--- src/rtl/jzjpcc_alu_decode_reg_if.sv ---
// Decode-to-execute ALU control bundle: pipeline control and decode inputs
// toward the register stage, registered execute-side ALU controls back out.
interface jzjpcc_alu_decode_reg_if;
    logic        stall;
    logic        flush;
    logic        valid_decode;
    logic [31:0] instruction_decode;
    logic [31:0] pc_decode;
    logic [31:0] rs1Data_decode;
    logic [31:0] rs2Data_decode;

    logic [2:0]  aluOperation_execute;
    logic        aluMod_execute;
    logic [31:0] aluOperandA_execute;
    logic [31:0] aluOperandB_execute;
    logic [4:0]  rd_execute;
    logic        regWrite_execute;
    logic [31:0] pc_execute;
    logic        valid_execute;
    logic        illegal_execute;

    modport master (
        output stall, flush, valid_decode, instruction_decode, pc_decode,
               rs1Data_decode, rs2Data_decode,
        input  aluOperation_execute, aluMod_execute, aluOperandA_execute,
               aluOperandB_execute, rd_execute, regWrite_execute, pc_execute,
               valid_execute, illegal_execute
    );

    modport slave (
        input  stall, flush, valid_decode, instruction_decode, pc_decode,
               rs1Data_decode, rs2Data_decode,
        output aluOperation_execute, aluMod_execute, aluOperandA_execute,
               aluOperandB_execute, rd_execute, regWrite_execute, pc_execute,
               valid_execute, illegal_execute
    );
endinterface

--- src/rtl/jzjpcc_alu_decode_reg.sv ---
// RV32I decode of ALU controls and operands, registered into the execute stage
// with stall, flush and bubble handling.
module jzjpcc_alu_decode_reg #(
    parameter logic [31:0] RESET_PC = 32'h0000_0000
) (
    input logic                    clock,
    input logic                    reset_n,
    jzjpcc_alu_decode_reg_if.slave bus
);
    localparam int unsigned XLEN = 32;

    localparam logic [6:0] OPC_OP     = 7'b0110011;
    localparam logic [6:0] OPC_OP_IMM = 7'b0010011;
    localparam logic [6:0] OPC_LUI    = 7'b0110111;
    localparam logic [6:0] OPC_AUIPC  = 7'b0010111;
    localparam logic [6:0] OPC_JAL    = 7'b1101111;
    localparam logic [6:0] OPC_JALR   = 7'b1100111;
    localparam logic [6:0] F7_ZERO    = 7'b0000000;
    localparam logic [6:0] F7_ALT     = 7'b0100000;

    logic [6:0]      opcode;
    logic [2:0]      f3;
    logic [6:0]      f7;
    logic [4:0]      rd;
    logic [XLEN-1:0] imm_i;
    logic [XLEN-1:0] imm_u;

    logic [2:0]      op_c;
    logic            mod_c;
    logic [XLEN-1:0] a_c;
    logic [XLEN-1:0] b_c;
    logic            alu_class_c;
    logic            bad_enc_c;
    logic            illegal_c;
    logic            reg_write_c;

    assign opcode = bus.instruction_decode[6:0];
    assign f3     = bus.instruction_decode[14:12];
    assign f7     = bus.instruction_decode[31:25];
    assign rd     = bus.instruction_decode[11:7];
    assign imm_i  = {{(XLEN-12){bus.instruction_decode[31]}}, bus.instruction_decode[31:20]};
    assign imm_u  = {bus.instruction_decode[31:12], 12'b0};

    // Non-ALU opcodes fall through with rs1 / I-imm and no write-back.
    always_comb begin
        op_c        = 3'b000;
        mod_c       = 1'b0;
        a_c         = bus.rs1Data_decode;
        b_c         = imm_i;
        alu_class_c = 1'b0;
        bad_enc_c   = 1'b0;
        case (opcode)
            OPC_OP: begin
                alu_class_c = 1'b1;
                b_c         = bus.rs2Data_decode;
                op_c        = f3;
                if (f7 == F7_ALT && (f3 == 3'b000 || f3 == 3'b101)) begin
                    mod_c = 1'b1;
                end else if (f7 != F7_ZERO) begin
                    bad_enc_c = 1'b1;
                end
            end
            OPC_OP_IMM: begin
                alu_class_c = 1'b1;
                op_c        = f3;
                if (f3 == 3'b001) begin
                    bad_enc_c = (f7 != F7_ZERO);
                end else if (f3 == 3'b101) begin
                    if (f7 == F7_ALT) begin
                        mod_c = 1'b1;
                    end else if (f7 != F7_ZERO) begin
                        bad_enc_c = 1'b1;
                    end
                end
            end
            OPC_LUI: begin
                alu_class_c = 1'b1;
                a_c         = '0;
                b_c         = imm_u;
            end
            OPC_AUIPC: begin
                alu_class_c = 1'b1;
                a_c         = bus.pc_decode;
                b_c         = imm_u;
            end
            OPC_JAL, OPC_JALR: begin
                // Link address pc + 4 is produced by the ALU.
                alu_class_c = 1'b1;
                a_c         = bus.pc_decode;
                b_c         = XLEN'(4);
                bad_enc_c   = (opcode == OPC_JALR) && (f3 != 3'b000);
            end
            default: ;
        endcase
    end

    assign illegal_c   = bus.valid_decode & bad_enc_c;
    assign reg_write_c = bus.valid_decode & alu_class_c & ~bad_enc_c & (rd != 5'd0);

    // Flush beats stall; an invalid decode slot loads a bubble carrying its pc.
    always_ff @(posedge clock or negedge reset_n) begin
        if (!reset_n) begin
            bus.aluOperation_execute <= 3'b000;
            bus.aluMod_execute       <= 1'b0;
            bus.aluOperandA_execute  <= '0;
            bus.aluOperandB_execute  <= '0;
            bus.rd_execute           <= 5'd0;
            bus.regWrite_execute     <= 1'b0;
            bus.pc_execute           <= RESET_PC;
            bus.valid_execute        <= 1'b0;
            bus.illegal_execute      <= 1'b0;
        end else if (bus.flush || (!bus.stall && !bus.valid_decode)) begin
            bus.aluOperation_execute <= 3'b000;
            bus.aluMod_execute       <= 1'b0;
            bus.aluOperandA_execute  <= '0;
            bus.aluOperandB_execute  <= '0;
            bus.rd_execute           <= 5'd0;
            bus.regWrite_execute     <= 1'b0;
            bus.valid_execute        <= 1'b0;
            bus.illegal_execute      <= 1'b0;
            if (!bus.flush) begin
                bus.pc_execute <= bus.pc_decode;
            end
        end else if (!bus.stall) begin
            bus.aluOperation_execute <= op_c;
            bus.aluMod_execute       <= mod_c;
            bus.aluOperandA_execute  <= a_c;
            bus.aluOperandB_execute  <= b_c;
            bus.rd_execute           <= rd;
            bus.regWrite_execute     <= reg_write_c;
            bus.pc_execute           <= bus.pc_decode;
            bus.valid_execute        <= 1'b1;
            bus.illegal_execute      <= illegal_c;
        end
    end
endmodule
--- src/flat_wrapper.sv ---
// flat-port wrapper written by rule: the top's interface ports become plain ports
module jzjpcc_alu_decode_reg_flat 
#(
    parameter logic [31:0] RESET_PC = 32'h0000_0000
)
  (clock, reset_n, bus_stall, bus_flush, bus_valid_decode, bus_instruction_decode, bus_pc_decode, bus_rs1Data_decode, bus_rs2Data_decode, bus_aluOperation_execute, bus_aluMod_execute, bus_aluOperandA_execute, bus_aluOperandB_execute, bus_rd_execute, bus_regWrite_execute, bus_pc_execute, bus_valid_execute, bus_illegal_execute);
  jzjpcc_alu_decode_reg_if bus_i ();
  input logic clock;
  input logic reset_n;
  input wire logic [$bits(bus_i.stall)-1:0] bus_stall;
  input wire logic [$bits(bus_i.flush)-1:0] bus_flush;
  input wire logic [$bits(bus_i.valid_decode)-1:0] bus_valid_decode;
  input wire logic [$bits(bus_i.instruction_decode)-1:0] bus_instruction_decode;
  input wire logic [$bits(bus_i.pc_decode)-1:0] bus_pc_decode;
  input wire logic [$bits(bus_i.rs1Data_decode)-1:0] bus_rs1Data_decode;
  input wire logic [$bits(bus_i.rs2Data_decode)-1:0] bus_rs2Data_decode;
  output wire logic [$bits(bus_i.aluOperation_execute)-1:0] bus_aluOperation_execute;
  output wire logic [$bits(bus_i.aluMod_execute)-1:0] bus_aluMod_execute;
  output wire logic [$bits(bus_i.aluOperandA_execute)-1:0] bus_aluOperandA_execute;
  output wire logic [$bits(bus_i.aluOperandB_execute)-1:0] bus_aluOperandB_execute;
  output wire logic [$bits(bus_i.rd_execute)-1:0] bus_rd_execute;
  output wire logic [$bits(bus_i.regWrite_execute)-1:0] bus_regWrite_execute;
  output wire logic [$bits(bus_i.pc_execute)-1:0] bus_pc_execute;
  output wire logic [$bits(bus_i.valid_execute)-1:0] bus_valid_execute;
  output wire logic [$bits(bus_i.illegal_execute)-1:0] bus_illegal_execute;
  assign bus_i.stall = bus_stall;
  assign bus_i.flush = bus_flush;
  assign bus_i.valid_decode = bus_valid_decode;
  assign bus_i.instruction_decode = bus_instruction_decode;
  assign bus_i.pc_decode = bus_pc_decode;
  assign bus_i.rs1Data_decode = bus_rs1Data_decode;
  assign bus_i.rs2Data_decode = bus_rs2Data_decode;
  assign bus_aluOperation_execute = bus_i.aluOperation_execute;
  assign bus_aluMod_execute = bus_i.aluMod_execute;
  assign bus_aluOperandA_execute = bus_i.aluOperandA_execute;
  assign bus_aluOperandB_execute = bus_i.aluOperandB_execute;
  assign bus_rd_execute = bus_i.rd_execute;
  assign bus_regWrite_execute = bus_i.regWrite_execute;
  assign bus_pc_execute = bus_i.pc_execute;
  assign bus_valid_execute = bus_i.valid_execute;
  assign bus_illegal_execute = bus_i.illegal_execute;
  jzjpcc_alu_decode_reg #(.RESET_PC(RESET_PC)) u_core (.clock(clock), .reset_n(reset_n), .bus(bus_i));
endmodule
--- config.mk ---
export PLATFORM = sky130hd
export DESIGN_NAME = jzjpcc_alu_decode_reg_flat
export DESIGN_NICKNAME = d
export VERILOG_FILES = /design/src/rtl/jzjpcc_alu_decode_reg_if.sv /design/src/rtl/jzjpcc_alu_decode_reg.sv /design/src/flat_wrapper.sv
export SDC_FILE = /design/constraint.sdc
export NUM_CORES = 1
export LEC_CHECK = 0
export CORE_MARGIN = 2
export CORE_UTILIZATION = 45
export CTS_BUF_LIST = sky130_fd_sc_hd__clkbuf_4
export DETAILED_ROUTE_END_ITERATION = 8
export GPL_TIMING_DRIVEN = 0
export PLACE_DENSITY = 0.95
export SLEW_MARGIN = 20
export SYNTH_ARGS = -nofsm -noshare
export SYNTH_HDL_FRONTEND = slang
export SYNTH_SLANG_ARGS = --single-unit
--- constraint.sdc ---
create_clock -name clock -period 1.35 [get_ports clock]
set_input_delay 0.135 -clock clock [delete_from_list [all_inputs] [get_ports clock]]
set_output_delay 0.135 -clock clock [all_outputs]
set_load 0.03 [all_outputs]
# Word level (Yosys, flattened, before mapping)
# Index checks and enable logic that the tools add are counted.
[classes]
mux = 34
n_eq_ne = 11
reduce_logical = 17
n_bitwise = 5
[ops]
columns = ["op", "n"]
rows = [
  ["2-to-1 mux 32 bit", 7],
  ["case mux 32 bit (3 select lines)", 1],
  ["case mux 32 bit (2 select lines)", 1],
  ["== test 7 x 6 -> 1 bit, second input constant", 3],
  ["2-to-1 mux 1 bit", 18],
  ["== test 7 x 5 -> 1 bit, second input constant", 2],
  ["== test 7 bit, second input constant", 2],
  ["2-to-1 mux 5 bit", 2],
  ["2-to-1 mux 3 bit", 3],
  ["nonzero test 7 bit", 1],
  ["OR reduction 2 bit", 3],
  ["OR reduction 6 bit", 1],
  ["nonzero test 5 bit", 1],
  ["bitwise AND 1 bit", 4],
  ["== test 3 x 1 -> 1 bit, second input constant", 1],
  ["== test 3 bit, second input constant", 1],
  ["logical AND 1 bit", 3],
  ["zero test 3 bit", 1],
  ["case mux 1 bit (3 select lines)", 1],
  ["nonzero test 3 bit", 1],
  ["OR reduction 3 bit", 1],
  ["zero test 1 bit", 2],
  ["logical OR 1 bit", 2],
  ["!= test 2 x 1 -> 1 bit, second input constant", 1],
  ["4 further kinds", 4],
]
[word_totals]
out_inout_bits = 108
word_cells = 76
reg_bits = 108
in_bits = 133

# Longest topological paths before layout
[logic_depth]
word_depth = 11
depth_mapped = 7
depth_no_buf = 4

# Worst setup path after synthesis
# OpenSTA, ideal clock, no wires.
[synth_timing]
path_kind = "input-to-reg"
start = "in bus_instruction_decode[5]"
end = "reg u_core.bus.aluOperandA_execute[11]"
cell_stages = 7
slack_ns = -0.134
n_path_buf = 3
setup_time_ns = 0.127
t_required_ns = 1.223
arrival_ns = 1.357
cell_sequence = "buf_6 -> nand3b_1 -> or2_4 -> and3_1 -> buf_4 -> buf_6 -> a221o_2"
[synth_between]
elab_chain_cells = 5
elab_cells_between_ends = 8
cone_classes = "4 x eq/ne; 3 x mux; 1 x reduce/logical"
[synth_rtl]
columns = ["item", "line", "source"]
rows = [
  ["start: declaration", "flat_wrapper.sv:13", "input wire logic [$bits(bus_i.instruction_decode)-1:0] bus_instruction_decode;"],
  ["== test 7 x 5 -> 1 bit or == test 7 bit (tied branches)", "jzjpcc_alu_decode_reg.sv:52", "case (opcode)"],
  ["OR reduction 3 bit (no line)", "--", ""],
  ["case mux 32 bit (2 select lines) (*)", "jzjpcc_alu_decode_reg.sv:52", ""],
  ["2-to-1 mux 32 bit (*)", "jzjpcc_alu_decode_reg.sv:124", "end else if (!bus.stall) begin"],
  ["2-to-1 mux 32 bit (*)", "jzjpcc_alu_decode_reg.sv:112", "end else if (bus.flush || (!bus.stall && !bus.valid_decode)) begin"],
  ["end signal: assignment", "jzjpcc_alu_decode_reg.sv:105", "bus.aluOperandA_execute <= '0;"],
  ["end signal: assignment", "jzjpcc_alu_decode_reg.sv:115", "bus.aluOperandA_execute <= '0;"],
  ["end signal: assignment", "jzjpcc_alu_decode_reg.sv:127", "bus.aluOperandA_execute <= a_c;"],
  ["end: declaration", "jzjpcc_alu_decode_reg_if.sv:33", "output aluOperation_execute, aluMod_execute, aluOperandA_execute,"],
]
# Every way passes the cells marked *; elsewhere a longest branch is shown, timed or not. The select of a mux whose other input is x is not followed.
# A chain may end at the register's enable or synchronous reset.

# Final worst setup path
[layout_timing]
start = "in bus_valid_decode"
end = "reg u_core.bus.aluOperandB_execute[11] in the netlist's numbering"
[layout_between]
elab_chain_cells = 4
elab_cells_between_ends = 5
cone_classes = "1 x eq/ne; 1 x mux; 3 x reduce/logical"
[layout_rtl]
columns = ["item", "line", "source"]
rows = [
  ["start: declaration", "flat_wrapper.sv:12", "input wire logic [$bits(bus_i.valid_decode)-1:0] bus_valid_decode;"],
  ["zero test 1 bit (*)", "jzjpcc_alu_decode_reg.sv:112", ""],
  ["logical AND 1 bit (*)", "jzjpcc_alu_decode_reg.sv:112", ""],
  ["logical OR 1 bit (*)", "jzjpcc_alu_decode_reg.sv:112", ""],
  ["!= test 2 x 1 -> 1 bit (no line) or 2-to-1 mux 32 bit (tied branches)", "--", ""],
  ["end signal: assignment", "jzjpcc_alu_decode_reg.sv:106", "bus.aluOperandB_execute <= '0;"],
  ["end signal: assignment", "jzjpcc_alu_decode_reg.sv:116", "bus.aluOperandB_execute <= '0;"],
  ["end signal: assignment", "jzjpcc_alu_decode_reg.sv:128", "bus.aluOperandB_execute <= b_c;"],
  ["end: declaration", "jzjpcc_alu_decode_reg_if.sv:34", "aluOperandB_execute, rd_execute, regWrite_execute, pc_execute,"],
]
# Every way passes the cells marked *; elsewhere a longest branch is shown, timed or not.

==> impl_metrics.toml <==
[status]
outcome = "finished with violations"
violations = "setup timing"

[synthesis]
ys_seq_elements = 108
synthesis.area_um2 = 4740
yosysUniqueCellTypes = 44
synth_top_area_cell = "dfrtp_1"
async_flop_share_pct = 100
syn_nets = 514
seq_area_frac_synth_pct = 57.0
synth_top_area_share_pct = 57.0
yosysWarningCount = 0
synth.top_cells.by_area = "dfrtp_1 57%, mux2_2 7.6%, a221o_2 6.4%, and2_1 5.7%, a221o_1 3.4%"
synthCells = 381
avgSynthCellArea_um2 = 12.4
synth_flop_cell = "dfrtp_1"
synth_edf_count = 0

[power_and_ir_drop]
peakVddDrop_uv = 637
p_int_w = 0.00466
swShare_pct = 31.5
clockPowerShare_pct = 21.2
finalPower_w = 0.00681
p_leak_nw = 3.33
comb_power_share_pct = 26.2
p_seq_share_pct = 52.6
total_switching_power_w = 0.00214
pwr_density_cell_nw_per_um2 = 913

[floorplan]
die_h_um = 107
start_util_pct = 46.2
num_rows = 37
dieArea_um2 = 11400
core_um2 = 10300
die_w_um = 107
io_pins = 241

[detailed_routing]
antenna_left = 0
first_iter_violations = 237
vias = 4370
avgRoutedWirePerCell_um = 19.8
routed_wl_mm = 15.5
drc = 0
drtPass1Iterations = 6
vias_per_cell = 5.60

[clock_network]
clk_pin_slew_ns = 0.17
cts.path.max_buffers = 2
tritoncts = "built"
htree_levels = 3
cts_root_buffer = "clkbuf_4"
clock_latency_ns = 0.45
cts.sinks = 108
numCtsBuffers = 9

[layout]
final_cell_mix = "122 x clkdlybuf4s50_1, 108 x dfrtp_1, 59 x clkdlybuf4s15_2"
drive_gt1_share_pct = 35.5
nNetsFinal = 773
antenna_cells = 0
final_util_pct = 72.5
seq_area_um2 = 2700
final_common_cell = "clkdlybuf4s50_1"
syn2layout_area_growth_pct = 57.1
fin_cells = 781
fill_cells = 716
multi_input_area_um2 = 1930

[global_routing]
met2_usage_pct = 48.7
globalRouteTotalUtil_pct = 27.0
overflow = 0
grtUsageMet3_pct = 8.21
antenna_found_initial = 0
grt_pass1_vias = 4676
top_usage_layer = "met2"
globalRouteMet1Util_pct = 30.0
grt_first_pass_wirelength_mm = 23.9
grt_max_degree = 57

[placed_design]
place_congestion = 0.855
dpl_worst_slack_ns = -0.872
dp_hpwl_mm = 11.4
numPortBuffers = 239
dp.cells = 757

[critical_path]
crit_arrival_ns = 1.76
worstPathMaxFanout = 11
path_buf_inv = 2
end_kind = "flip-flop"
crit_slowest_cell = "clkdlybuf4s50_1"
critPathTopFamily = "simple AND/OR/NAND/NOR gates"
max_stage_delay_ns = 0.52
worstPathRequired_ns = 1.76
worstPathCellList = "clkdlybuf4s50_1 -> nor3b_4 -> buf_4 -> and4_2 -> and2_1 -> a221o_1"
crit_path_start_kind = "input port"
worst-setup-path-type = "in -> reg"

[sta]
rsz0062_at_grt = "true"
whs_ns = 0.0767
slew_headroom_pct = 66.1
period_share_pct = 101
setup_viol = 6
final_max_slew_viol_count = 0
finalCriticalPeriod_ns = 1.36
max_freq_mhz = 736
hold_violations = 0
fin_ws_ns = -0.00904
skew_ns = 0
tightest_slew_ns = 0.509

[worst_hold_path]
hold_class = "in -> reg"

[flow_run]
max-cap-violations = 0
-- cell type report --
type                       count  share of cell area (%)
inverter                       1                  0.0504
sequential                   108                    36.3
buffer                        27                    2.74
timing repair buffer         249                    31.2
clock inverter                 7                   0.588
tap                          136                    2.28
multi-input combinational    244                    25.9
clock buffer                   9                   0.907
-- kinds of logic after synthesis --
kind of cell,after synthesis,share of synthesized area (%)
xor+xnor,1,0.185
mux,32,7.60
flops,108,57.0
simple gates,101,12.4
compound gates,110,19.3
buf+inv,29,3.59
-- synth_stat cells (2+ instances only) --
| master | instances |
|---|---|
| dfrtp_1 | 108 |
| and2_1 | 43 |
| mux2_2 | 32 |
| nand2_1 | 28 |
| a221o_2 | 27 |
| o21ai_0 | 25 |
| o22ai_1 | 21 |
| clkbuf_1 | 18 |
| a221o_1 | 16 |
| a22o_1 | 9 |
| buf_6 | 7 |
| and3_1 | 4 |
| nand3_1 | 3 |
| nor2_1 | 3 |
| nor3b_1 | 3 |
| buf_4 | 2 |
| nand4b_1 | 2 |
| nor3_1 | 2 |
| nor4_1 | 2 |
| o221ai_1 | 2 |
-- stage by stage --
step | TNS (ns) | area [µm²]
2_1_floorplan | -3.92 | 4770
3_3_place_gp | -477.80 | 7330
3_5_place_dp | -81.25 | 7360
4_1_cts | -0.335 | 7690
5_1_grt | -0.218 | 7450
6_report | -0.0305 | 7450
-- timing repair --
item,CTS,global route
gates resized for setup,337,105
cloned,2,0
hold buffers,1,0
setup endpoints to repair,214,121
pin swaps,1,2
buffers inserted,4,2
endpoints found under the hold margin,52,0
-- sequential cells by signal, summed over array words and instances (netlist names) --
register / count
u_core.bus.aluMod_execute: 1
u_core.bus.aluOperandA_execute: 32
u_core.bus.aluOperandB_execute: 32
u_core.bus.aluOperation_execute: 3
u_core.bus.illegal_execute: 1
u_core.bus.pc_execute: 32
u_core.bus.rd_execute: 5
u_core.bus.regWrite_execute: 1
u_core.bus.valid_execute: 1
-- path summary, 6_finish.rpt --
check	startpoint	endpoint	slack [ns]	depth (start not counted)
worst max-delay path	bus_valid_decode	u_core.bus.aluOperandB_execute[11]	-0.009	6
worst min-delay path	bus_instruction_decode[5]	u_core.bus.illegal_execute	0.08	3
worst max register to register	u_core.bus.aluOperandA_execute[3]	u_core.bus.aluOperandA_execute[3]	0.39	2
worst min register to register	u_core.bus.valid_execute	u_core.bus.valid_execute	0.50	2
max in group asynchronous	reset_n	u_core.bus.pc_execute[9]	0.52	3
min in group asynchronous	reset_n	u_core.bus.aluOperandB_execute[5]	0.19	2
-- worst reg2reg max path: stages (launching register included) --
cell and delay, ns:
dfrtp_1 0.42, and2_1 0.14, a221o_2 0.31
-- power groups by stage --
| stage | clock network (W) | registers, W | logic (W) |
|---|---|---|---|
| detailed placement | 0 | 0.00364 | 0.00188 |
| floorplan | 0 | 0.00409 | 0.000345 |
| global route | 0.00160 | 0.00361 | 0.00188 |
| finish | 0.00144 | 0.00358 | 0.00178 |
| CTS | 0.00146 | 0.00358 | 0.00182 |
| global placement | 0 | 0.00363 | 0.00183 |
-- layer usage --
layer	share of wire, %	wire length, µm	vias up
met5	0	0	-
met4	2.3	355	0
met2	52	7970	220
li1	-	-	1957
met3	8.1	1250	33
met1	38	5890	2160
(Power assumes the default switching activity.)
